## src/rtl/arith_pkg.sv

```systemverilog
// Shared sizing constants and types for the arith_unit_32 block.
// Everything in the unit is sized from these.
package arith_pkg;

    localparam int WIDTH = 32;
    localparam int ITERS = 32;

    typedef logic [5:0] ctr_t;

endpackage

```

## src/rtl/divider_32.sv

```systemverilog
// Restoring divider, dividend MSB first.
// A zero divisor naturally yields an all-ones quotient with remainder equal to the dividend.
module divider_32
    import arith_pkg::*;
(
    input  logic             clk,
    input  logic             reset,
    input  logic [WIDTH-1:0] a,
    input  logic [WIDTH-1:0] b,
    output logic [WIDTH-1:0] quotient,
    output logic [WIDTH-1:0] remainder,
    output logic             finished
);

    logic [WIDTH-1:0] divisor;
    logic [WIDTH-1:0] rem;
    logic [WIDTH-1:0] quo;
    logic [WIDTH-1:0] shifted;
    logic [WIDTH-1:0] diff;
    logic             sub_cout;
    logic             no_borrow;
    ctr_t             count;
    logic             done;

    assign shifted = {rem[WIDTH-2:0], quo[WIDTH-1]};

    full_adder_32 u_sub (
        .a   (shifted),
        .b   (~divisor),
        .cin (1'b1),
        .sum (diff),
        .cout(sub_cout)
    );

    // The bit shifted out of rem is the 33rd bit of the trial value; if set, the subtract cannot borrow.
    assign no_borrow = rem[WIDTH-1] | sub_cout;

    always_ff @(posedge clk) begin
        if (reset) begin
            divisor <= b;
            rem     <= '0;
            quo     <= a;
            count   <= '0;
            done    <= 1'b0;
        end else if (!done) begin
            rem   <= no_borrow ? diff : shifted;
            quo   <= {quo[WIDTH-2:0], no_borrow};
            count <= count + 1'b1;
            if (count == ctr_t'(ITERS - 1))
                done <= 1'b1;
        end
    end

    assign quotient  = done ? quo : '0;
    assign remainder = done ? rem : '0;
    assign finished  = done;

endmodule

```

## src/rtl/full_adder_32.sv

```systemverilog
// Unsigned ripple-carry adder.
// Shared by the external adder, the multiplier accumulate and the divider trial-subtract.
module full_adder_32
    import arith_pkg::*;
(
    input  logic [WIDTH-1:0] a,
    input  logic [WIDTH-1:0] b,
    input  logic             cin,
    output logic [WIDTH-1:0] sum,
    output logic             cout
);

    logic carry;

    // The carry is a procedural variable, so the ripple does not form a combinational loop on a vector.
    always_comb begin
        carry = cin;
        sum   = '0;
        for (int i = 0; i < WIDTH; i++) begin
            sum[i] = a[i] ^ b[i] ^ carry;
            carry  = (a[i] & b[i]) | (carry & (a[i] ^ b[i]));
        end
        cout = carry;
    end

endmodule

```

## src/rtl/multiplier_32.sv

```systemverilog
// Radix-2 shift-add multiplier.
// Operands load while reset is high; the product is valid after ITERS run cycles.
module multiplier_32
    import arith_pkg::*;
(
    input  logic             clk,
    input  logic             reset,
    input  logic [WIDTH-1:0] a,
    input  logic [WIDTH-1:0] b,
    output logic [WIDTH-1:0] prod_hi,
    output logic [WIDTH-1:0] prod_lo,
    output logic             finished
);

    logic [WIDTH-1:0] mcand;
    logic [WIDTH-1:0] acc_hi;
    logic [WIDTH-1:0] acc_lo;
    logic [WIDTH-1:0] addend;
    logic [WIDTH-1:0] acc_sum;
    logic             acc_cout;
    ctr_t             count;
    logic             done;

    assign addend = acc_lo[0] ? mcand : '0;

    full_adder_32 u_acc (
        .a   (acc_hi),
        .b   (addend),
        .cin (1'b0),
        .sum (acc_sum),
        .cout(acc_cout)
    );

    // acc_lo starts as the multiplier and is shifted out LSB first while product bits shift in.
    always_ff @(posedge clk) begin
        if (reset) begin
            mcand  <= a;
            acc_hi <= '0;
            acc_lo <= b;
            count  <= '0;
            done   <= 1'b0;
        end else if (!done) begin
            acc_hi <= {acc_cout, acc_sum[WIDTH-1:1]};
            acc_lo <= {acc_sum[0], acc_lo[WIDTH-1:1]};
            count  <= count + 1'b1;
            if (count == ctr_t'(ITERS - 1))
                done <= 1'b1;
        end
    end

    // Gating keeps the outputs at zero while loading and during the run.
    assign prod_hi  = done ? acc_hi : '0;
    assign prod_lo  = done ? acc_lo : '0;
    assign finished = done;

endmodule

```

## src/rtl/arith_unit_32.sv

```systemverilog
// 32-bit unsigned arithmetic unit: combinational adder plus iterative multiplier and divider.
// reset doubles as operand load and start for both engines.
module arith_unit_32
    import arith_pkg::*;
#(
    parameter int WIDTH = 32
) (
    input  logic             clk,
    input  logic             reset,
    input  logic [WIDTH-1:0] a,
    input  logic [WIDTH-1:0] b,
    input  logic             cin,
    output logic [WIDTH-1:0] sum,
    output logic             cout,
    output logic [WIDTH-1:0] prod_hi,
    output logic [WIDTH-1:0] prod_lo,
    output logic             mul_finished,
    output logic [WIDTH-1:0] quotient,
    output logic [WIDTH-1:0] remainder,
    output logic             div_finished
);

    full_adder_32 u_add (
        .a   (a),
        .b   (b),
        .cin (cin),
        .sum (sum),
        .cout(cout)
    );

    multiplier_32 u_mul (
        .clk     (clk),
        .reset   (reset),
        .a       (a),
        .b       (b),
        .prod_hi (prod_hi),
        .prod_lo (prod_lo),
        .finished(mul_finished)
    );

    divider_32 u_div (
        .clk      (clk),
        .reset    (reset),
        .a        (a),
        .b        (b),
        .quotient (quotient),
        .remainder(remainder),
        .finished (div_finished)
    );

endmodule

```

## config.mk

```make
export PLATFORM = sky130hd
export DESIGN_NAME = arith_unit_32
export DESIGN_NICKNAME = d
export VERILOG_FILES = /design/src/rtl/arith_pkg.sv /design/src/rtl/divider_32.sv /design/src/rtl/full_adder_32.sv /design/src/rtl/multiplier_32.sv /design/src/rtl/arith_unit_32.sv
export SDC_FILE = /design/constraint.sdc
export NUM_CORES = 1
export LEC_CHECK = 0
export ABC_AREA = 1
export CAP_MARGIN = 40
export CORE_MARGIN = 3
export CORE_UTILIZATION = 52
export CTS_CLUSTER_SIZE = 30
export DETAILED_ROUTE_END_ITERATION = 6
export HOLD_SLACK_MARGIN = 0.1
export PLACE_DENSITY = 0.92
export RECOVER_POWER = 100
export SYNTH_ARGS = -nofsm -noshare
export SYNTH_HDL_FRONTEND = slang
export SYNTH_SLANG_ARGS = --single-unit
```

## constraint.sdc

```tcl
create_clock -name clk -period 28.3 [get_ports clk]
set_input_delay 7.075 -clock clk [delete_from_list [all_inputs] [get_ports clk]]
set_output_delay 7.075 -clock clk [all_outputs]
set_load 0.01 [all_outputs]
```

==> results of run 1 <==
path summary, 6_finish.rpt:
| path | slack, ns | from | end |
|---|---|---|---|
| worst max register to register | 11.77 | u_div.quo[31] | u_div.rem[28] |
| worst min register to register | 0.44 | u_mul.count[4] | u_mul.count[4] |
| worst max-delay path | 0.30 | cin | sum[31] |
| worst min-delay path | 0.44 | u_mul.count[4] | u_mul.count[4] |
layer usage:
| metal | routed length (um) | vias to the layer above | GRT usage |
|---|---|---|---|
| li1 | - | 4012 | - |
| met1 | 11100 | 4173 | 0.321 |
| met2 | 15100 | 463 | 0.445 |
| met3 | 3170 | 82 | 0.0702 |
| met4 | 1270 | 4 | 0.103 |
| met5 | 23 | - | 0 |
layout by cell type, fill, tap and decap left out, types with 2 or more instances in the layout:
| master | Yosys | routed |
|---|---|---|
| bufinv_16 | 0 | 3 |
| clkdlybuf4s50_1 | 0 | 17 |
| clkinv_1 | 0 | 8 |
| a21oi_1 | 48 | 54 |
| ha_1 | 4 | 4 |
| nand2_1 | 448 | 458 |
| clkbuf_1 | 2 | 15 |
| a21oi_2 | 16 | 10 |
| nor2_1 | 33 | 34 |
| o21ai_0 | 1 | 9 |
| inv_1 | 227 | 227 |
| inv_2 | 2 | 2 |
| nand4_1 | 2 | 2 |
| dfxtp_1 | 78 | 77 |
| edfxtp_1 | 128 | 128 |
| dlygate4sd3_1 | 0 | 209 |
| fa_1 | 94 | 90 |
| nand3_1 | 37 | 37 |
| clkbuf_16 | 0 | 24 |
| fa_2 | 0 | 4 |
metrics by stage:
stage | power (mW) | setup WS (ns) | area (um^2)
after floorplan | 0.558 | 1.96 | 11100
final | 0.924 | 0.299 | 14100
after global routing | 0.978 | 0.0294 | 14100
after global placement | 0.612 | 0.359 | 13400
after CTS | 0.937 | 0.0471 | 14200
after detailed placement | 0.632 | 0.0558 | 13500
cell usage after synthesis (all sizes together):
library cell / count / area share
nand4: 2 / 0.0011
nand3: 37 / 0.017
buf: 52 / 0.034
ha: 4 / 0.0045
edfxtp: 128 / 0.35
inv: 231 / 0.079
nor3: 1 / 0.00045
clkbuf: 2 / 0.00068
a21oi: 64 / 0.034
fa: 94 / 0.17
nor2: 35 / 0.013
o21ai: 9 / 0.0041
dfxtp: 78 / 0.14
nand2: 459 / 0.16
cell families (layout without fill, tap and decap cells):
group / after synthesis / count (layout) / share of synthesized area
buffers and inverters: 285 / 510 / 0.113
other: 0 / 1 / 0
and+or+nand+nor: 534 / 534 / 0.189
adders and majority gates: 98 / 98 / 0.174
AOI/OAI and AO/OA: 73 / 73 / 0.0383
DFF: 206 / 206 / 0.487
state kept, by name, indices dropped and copies added, names as in the netlist:
| signal | cells |
|---|---|
| u_mul.mcand | 32 |
| u_mul.acc_hi | 32 |
| u_mul.finished | 1 |
| u_mul.acc_lo | 32 |
| u_mul.count | 6 |
| u_div.count | 6 |
| u_div.quo | 32 |
| u_div.rem | 32 |
| u_div.divisor | 32 |
| u_div.finished | 1 |
tightest hold or removal path, delay by kind of cell, from the launching register on:
kind / cells / cell delay, ns
buffers and inverters: 1 / 0.05
AO/OA/AOI/OAI: 1 / 0.05
flip-flops: 1 / 0.31
power groups by stage:
stage / combinational (mW) / clock (mW) / sequential [mW]
2_1_floorplan: 0.173 / 0 / 0.386
3_3_place_gp: 0.221 / 0 / 0.391
3_5_place_dp: 0.238 / 0 / 0.393
4_1_cts: 0.241 / 0.308 / 0.388
5_1_grt: 0.267 / 0.319 / 0.392
6_report: 0.233 / 0.303 / 0.388
area by class of cell:
class	count	area (um^2)
antenna	1	2.50
clock buffer	28	626
clock inverter	13	133
fill	1518	6540
inverter	231	871
multi-input combinational	705	4410
sequential	206	5410
tap	270	338
timing repair buffer	238	2310
==> run summary, run 1 <==
Status: finished, violations left
Failing checks: capacitance limit, slew limit
Final Slew Violations: 484
Vias in the first global route: 8975
Hold WS: 0.443 ns
CP arrival: 20.93 ns
Post-CTS Hold Buffers: 0
Vias per inst: 5.16
Routed WL per cell: 18.1 um
Port bufs: 229
Fin crit period: 28.00 ns
Register bit count reported by yosys: 206
Post-route DRC: 0
CTS tree: yes
Pin slew with the least headroom to its limit: 3.92 ns
Sequential share of the synthesized area: 0.487
CORE AREA: 20600 um^2
Total CTS buffers: 23
Iter 0 DRT Violations: 638
CP Data Required Time: 21.22 ns
Clock network fraction of design power: 0.327
Top cell family by delay on the critical path: adder cells
Distinct cells, synth: 23
Top Ports: 230
Die area: 23200 um^2
Crit-path max FO: 1
CP Class: input pin to output pin
YS warnings: 0
H-Tree Depth: 1
Pint: 0.645 mW
Mean Syn Cell Area: 9.29 um^2
Largest net degree at the start of global routing: 83
Final Hold Fails: 0
CTS sink cnt: 206
Final ANT Viol Nets: 0
Comb power frac: 0.252
Global-route total usage across every layer: 0.262
GRT overflow: 0
Clk_lat worst skew: 0.50 ns
Setup crit start kind: input pin
Sw frac: 0.302
FP Rows: 52
Sequential power share: 0.420
Max-cap violations: 9
Inst Count DP: 1650
Critical-path top delay cell: clkdlybuf4s50_1
Post-CTS sizing: 1
Post-layout util: 0.683
Bufs and invs on worst path: 6
Peak supply drop: 0.0442 mV
# nets final: 1570
GP Congestion: 0.949
Cell count after synthesis: 1196
CP Capture Type: output pin
Power per standard cell area: 65.6 nW/um^2
Via count: 8734
Mapped Area: 11100 um^2
Area growth from synthesis to layout: 26.8%
Max incr delay on CP: 0.52 ns
Drt total wl: 30.6 mm
Worst Hold Class: flip-flop to flip-flop
R2R cell count: 41
Hold path cells: 2
Setup_tns: 0 ns
Max Fclk: 35.7 MHz
Share of cells above drive strength 1: 0.0359
Initial Util: 0.539
Final HPWL DP: 21.9 mm
Static Leak: 7.39 nW
Die height: 152 um
Most used cell, CP: fa_1
Die width: 152 um
Wire length of the first global-routing pass: 48.4 mm
Final period util: 0.989
Antenna violations before repair: 3
Fin cells: 1692
Max Root-Sink Buffers: 3
Final Skew: 0.00963 ns
RSZ-0062 raised after global routing: no
Drt first pass iters: 5
Psw: 0.279 mW
Clk slew on worst S/H paths: 0.06 ns
Relative slew slack: -1.61
Setup Buffers After CTS: 0
Setup violators final: 0
Stages on the worst setup path: 38
Net Count, Synth: 1361
Root buffer cell: clkbuf_16
Power figures use the tool's default switching activity.
==> run 2, diff against run 1 <==
--- a/config.mk
+++ b/config.mk
@@ -8,11 +8,12 @@
 export ABC_AREA = 1
 export CAP_MARGIN = 40
 export CORE_MARGIN = 3
-export CORE_UTILIZATION = 52
+export CORE_UTILIZATION = 55
 export CTS_CLUSTER_SIZE = 30
 export DETAILED_ROUTE_END_ITERATION = 6
+export DONT_BUFFER_PORTS = 1
 export HOLD_SLACK_MARGIN = 0.1
-export PLACE_DENSITY = 0.92
+export PLACE_DENSITY = 0.81
 export RECOVER_POWER = 100
 export SYNTH_ARGS = -nofsm -noshare
 export SYNTH_HDL_FRONTEND = slang
==> run 2 against run 1 <==
Compared with the run above: the flow still finishes with violations (capacitance limit, slew limit); clock-buffer cell count is 6 higher; via count is 12% lower; non-clock buffer count is 233 lower; clock power is 2% lower; global-route usage is 1.4 points lower; combinational power is 15% lower; cell count is 14% lower; die area is 5.2% lower; routed wire length is 12% lower; largest power group unchanged.
==> run summary, run 2 (synthesized netlist as in run 1, its figures left out) <==
Setup_tns: 0 ns
CP arrival: 20.18 ns
Routed WL per cell: 18.5 um
Post-place setup slack: 1.17 ns
Peak supply drop: 0.0558 mV
Setup violators final: 0
Crit-path max FO: 3
Max Fclk: 36.7 MHz
H-Tree Depth: 1
Setup crit start kind: input pin
RSZ-0062 raised after global routing: no
Antenna violations before repair: 0
Final Skew: 0.0112 ns
Largest net degree at the start of global routing: 192
Final ANT Viol Nets: 0
Max-cap violations: 4
Iter 0 DRT Violations: 417
Share of cells above drive strength 1: 0.0378
Sequential power share: 0.439
Initial Util: 0.565
Static Leak: 6.13 nW
# nets final: 1338
Psw: 0.259 mW
Port bufs: 0
Failing checks: capacitance limit, slew limit
Post-CTS Hold Buffers: 0
Setup Buffers After CTS: 0
FP Rows: 51
GRT overflow: 0
Final Hold Fails: 0
Post-CTS sizing: 0
Status: finished, violations left
Drt total wl: 27.0 mm
Global-route total usage across every layer: 0.248
Critical-path top delay cell: fa_1
Comb power frac: 0.224
Tot Pwr: 0.882 mW
CTS sink cnt: 206
N_diodes: 0
Inst Count DP: 1412
Multi-input combinational cell area: 4390 um^2
Final HPWL DP: 19.3 mm
Pin slew with the least headroom to its limit: 2.81 ns
Die area: 21900 um^2
Sw frac: 0.294
Drt first pass iters: 5
Most common cell after layout, fill and taps aside: nand2_1
Clk_lat worst skew: 0.51 ns
CP Class: input pin to output pin
Vias per inst: 5.25
Clk slew on worst S/H paths: 0.06 ns
Commonest cells after routing, fill and taps aside: nand2_1 (455), inv_1 (227), edfxtp_1 (128), fa_1 (94), dfxtp_1 (78)
Fin crit period: 27.25 ns
CP Capture Type: output pin
Post-route cell area: 11800 um^2
DP Area: 11100 um^2
Power per standard cell area: 74.9 nW/um^2
Reg area: 5410 um^2
Post-route DRC: 0
CORE AREA: 19700 um^2
Worst Hold Class: flip-flop to flip-flop
Root buffer cell: clkbuf_16
Setup ws final: 1.05 ns
Hold WS: 0.446 ns
Clock network fraction of design power: 0.336
Via count: 7648
Vias in the first global route: 7741
CTS tree: yes
Die width: 148 um
Fin cells: 1456
Max Root-Sink Buffers: 3
CP Data Required Time: 21.22 ns
Total CTS buffers: 24
GP Congestion: 1.06
Pint: 0.623 mW
Final Slew Violations: 206
Most used cell, CP: fa_1
Post-layout util: 0.599
Flop-to-flop setup slack: 12.48 ns
Relative slew slack: -0.881
Top Ports: 230
Fillers: 1703
Area growth from synthesis to layout: 5.97%
Wire length of the first global-routing pass: 42.6 mm
Max incr delay on CP: 0.46 ns
Die height: 148 um
Final period util: 0.963
-- run 2: layer usage --
metal,track usage,up-vias,part of all wire
li1,-,3553,-
met1,0.321,3617,0.38
met2,0.400,420,0.47
met3,0.0853,58,0.12
met4,0.0730,0,0.032
met5,0,-,0
-- run 2: critical path: cells and delay by family --
family | cells | cell delay [ns]
buf+inv | 4 | 0.34
fa+ha+maj | 32 | 12.71
-- run 2: final cells by class --
type,count,share of cell area
clock buffer,34,0.0587
timing repair buffer,5,0.00159
clock inverter,10,0.00563
multi-input combinational,705,0.373
tap,265,0.0282
sequential,206,0.459
inverter,231,0.0740
-- run 2: path summary, 6_finish.rpt --
| path | from | end | cells after the start |
|---|---|---|---|
| worst max-delay path | a[0] | sum[31] | 36 |
| worst min-delay path | u_mul.count[4] | u_mul.count[4] | 2 |
| worst max register to register | u_div.quo[31] | u_div.rem[29] | 40 |
| worst min register to register | u_mul.count[4] | u_mul.count[4] | 2 |
-- run 2: power by group through the flow --
stage | sequential (mW) | clock, mW | combinational, mW
floorplan | 0.386 | 0 | 0.173
global placement | 0.392 | 0 | 0.189
detailed placement | 0.393 | 0 | 0.200
CTS | 0.388 | 0.303 | 0.201
global route | 0.392 | 0.315 | 0.234
finish | 0.387 | 0.297 | 0.198
==> run 3, diff against run 2 <==
--- a/config.mk
+++ b/config.mk
@@ -13,7 +13,7 @@
 export DETAILED_ROUTE_END_ITERATION = 6
 export DONT_BUFFER_PORTS = 1
 export HOLD_SLACK_MARGIN = 0.1
-export PLACE_DENSITY = 0.81
+export PLACE_DENSITY = 0.7
 export RECOVER_POWER = 100
 export SYNTH_ARGS = -nofsm -noshare
 export SYNTH_HDL_FRONTEND = slang
==> run 3 against run 2 <==
Compared with the run above: the flow still finishes with violations (capacitance limit, slew limit); sequential cell count is the same; clock skew is essentially flat; total power rose by 2.0%; utilization is 0.28 points higher; clock-buffer cell count is 3 lower; die area unchanged; sequential power hardly changed; critical path type unchanged.
==> run summary, run 3 (synthesized netlist as in run 1, its figures left out) <==
Antenna violations before repair: 0
Largest net degree at the start of global routing: 192
M1 WL: 11.1 mm
Critical-path top delay cell: fa_1
Fillers: 1739
Vias in the first global route: 7403
Total CTS buffers: 23
CP Capture Type: output pin
Post-CTS sizing: 0
Max incr delay on CP: 0.45 ns
Crit-path max FO: 3
Final HPWL DP: 18.7 mm
Share of cells above drive strength 1: 0.0421
CP Class: input pin to output pin
Status: finished, violations left
Static Leak: 6.15 nW
Port bufs: 0
Worst Hold Class: flip-flop to flip-flop
Area growth from synthesis to layout: 6.46%
CTS sink cnt: 206
Hold path cells: 2
CP arrival: 20.08 ns
Post-route DRC: 0
Top cell family by delay on the critical path: adder cells
Post-layout util: 0.602
Wire length of the first global-routing pass: 41.6 mm
Hold EP: u_mul.count[4]
Bufs and invs on worst path: 4
Clk_lat worst skew: 0.50 ns
Multi-input combinational cell area: 4400 um^2
Most common cell after layout, fill and taps aside: nand2_1
Reg area: 5410 um^2
FP Rows: 51
Vias per inst: 5.18
Setup violators final: 0
Flop-to-flop setup slack: 12.10 ns
# nets final: 1337
GRT overflow: 0
Hold WS: 0.442 ns
GP Congestion: 1.02
Die height: 148 um
R2R cell count: 41
Final Hold Fails: 0
Max Fclk: 36.8 MHz
Setup_tns: 0 ns
Top Ports: 230
Drt first pass iters: 5
Peak supply drop: 0.0549 mV
N_diodes: 0
Failing checks: capacitance limit, slew limit
Global-route total usage across every layer: 0.243
CP Data Required Time: 21.22 ns
Setup Buffers After CTS: 0
Drt total wl: 26.6 mm
CORE AREA: 19700 um^2
Top sig layer: met4
Pin slew with the least headroom to its limit: 2.97 ns
WL met2: 12.1 mm
H-Tree Depth: 1
Commonest cells after routing, fill and taps aside: nand2_1 (453), inv_1 (227), edfxtp_1 (128), fa_1 (94), dfxtp_1 (78)
Most used cell, CP: fa_1
Die area: 21900 um^2
Power per standard cell area: 76.0 nW/um^2
Die width: 148 um
Final period util: 0.960
RR Endpoint: u_div.rem[0]
Max Root-Sink Buffers: 3
RR Startpoint: u_div.quo[31]
Max-cap violations: 5
Routed WL per cell: 18.3 um
Post-CTS Hold Buffers: 0
Via count: 7521
Relative slew slack: -0.978
Final Skew: 0.0108 ns
CTS tree: yes
Initial Util: 0.565
Final Slew Violations: 259
Iter 0 DRT Violations: 478
Setup crit start kind: input pin
Clk slew on worst S/H paths: 0.06 ns
Root buffer cell: clkbuf_16
RSZ-0062 raised after global routing: no
Min-delay src: u_mul.count[4]
Fin crit period: 27.16 ns
DR WL met3: 2.71 mm
Final ANT Viol Nets: 0
[run 3: cell count changes in the layout (fill, tap and decap cells not counted), sizes merged]
cell,change
clkinv,-3
bufinv,+3
clkbuf,-3
[run 3: layout make-up]
class | instances | area share
sequential | 206 | 0.457
multi-input combinational | 705 | 0.372
inverter | 231 | 0.0736
clock buffer | 31 | 0.0556
tap | 265 | 0.0280
clock inverter | 10 | 0.0123
timing repair buffer | 5 | 0.00159
[run 3: stage by stage]
step	cell area (um^2)	std cells	worst slack [ns]	total power, mW
floorplan	11100	1196	1.96	0.558
global placement	11100	1411	1.38	0.581
detailed placement	11100	1412	1.24	0.590
CTS	11900	1453	1.17	0.908
global route	11800	1453	0.657	0.958
finish	11800	1453	1.14	0.899
[run 3: tightest hold or removal path, stage by stage, from the launching register on]
cell	delay, ns
dfxtp_1	0.30
inv_1	0.05
a21oi_1	0.05
[run 3: worst max-delay path by stage]
stage	from	depth (start not counted)	end	slack (ns)
2_1_floorplan	a[0]	36	sum[31]	1.96
3_3_place_gp	a[0]	36	sum[31]	1.38
3_5_place_dp	a[0]	36	sum[31]	1.24
4_1_cts	a[0]	36	sum[31]	1.17
5_1_grt	a[0]	36	sum[31]	0.66
6_report	a[0]	36	sum[31]	1.14
[run 3: per-layer routing]
| metal | up-vias | track usage |
|---|---|---|
| met5 | - | 0 |
| met4 | 0 | 0.0610 |
| met3 | 50 | 0.0774 |
| met2 | 356 | 0.383 |
| met1 | 3568 | 0.331 |
| li1 | 3547 | - |
[run 3: report_power, final]
part	internal (mW)	leakage, nW	switching [mW]	total (mW)
Clock	0.199	0.392	0.117	0.315
Sequential	0.363	1.98	0.0239	0.387
Combinational	0.0816	3.79	0.115	0.197
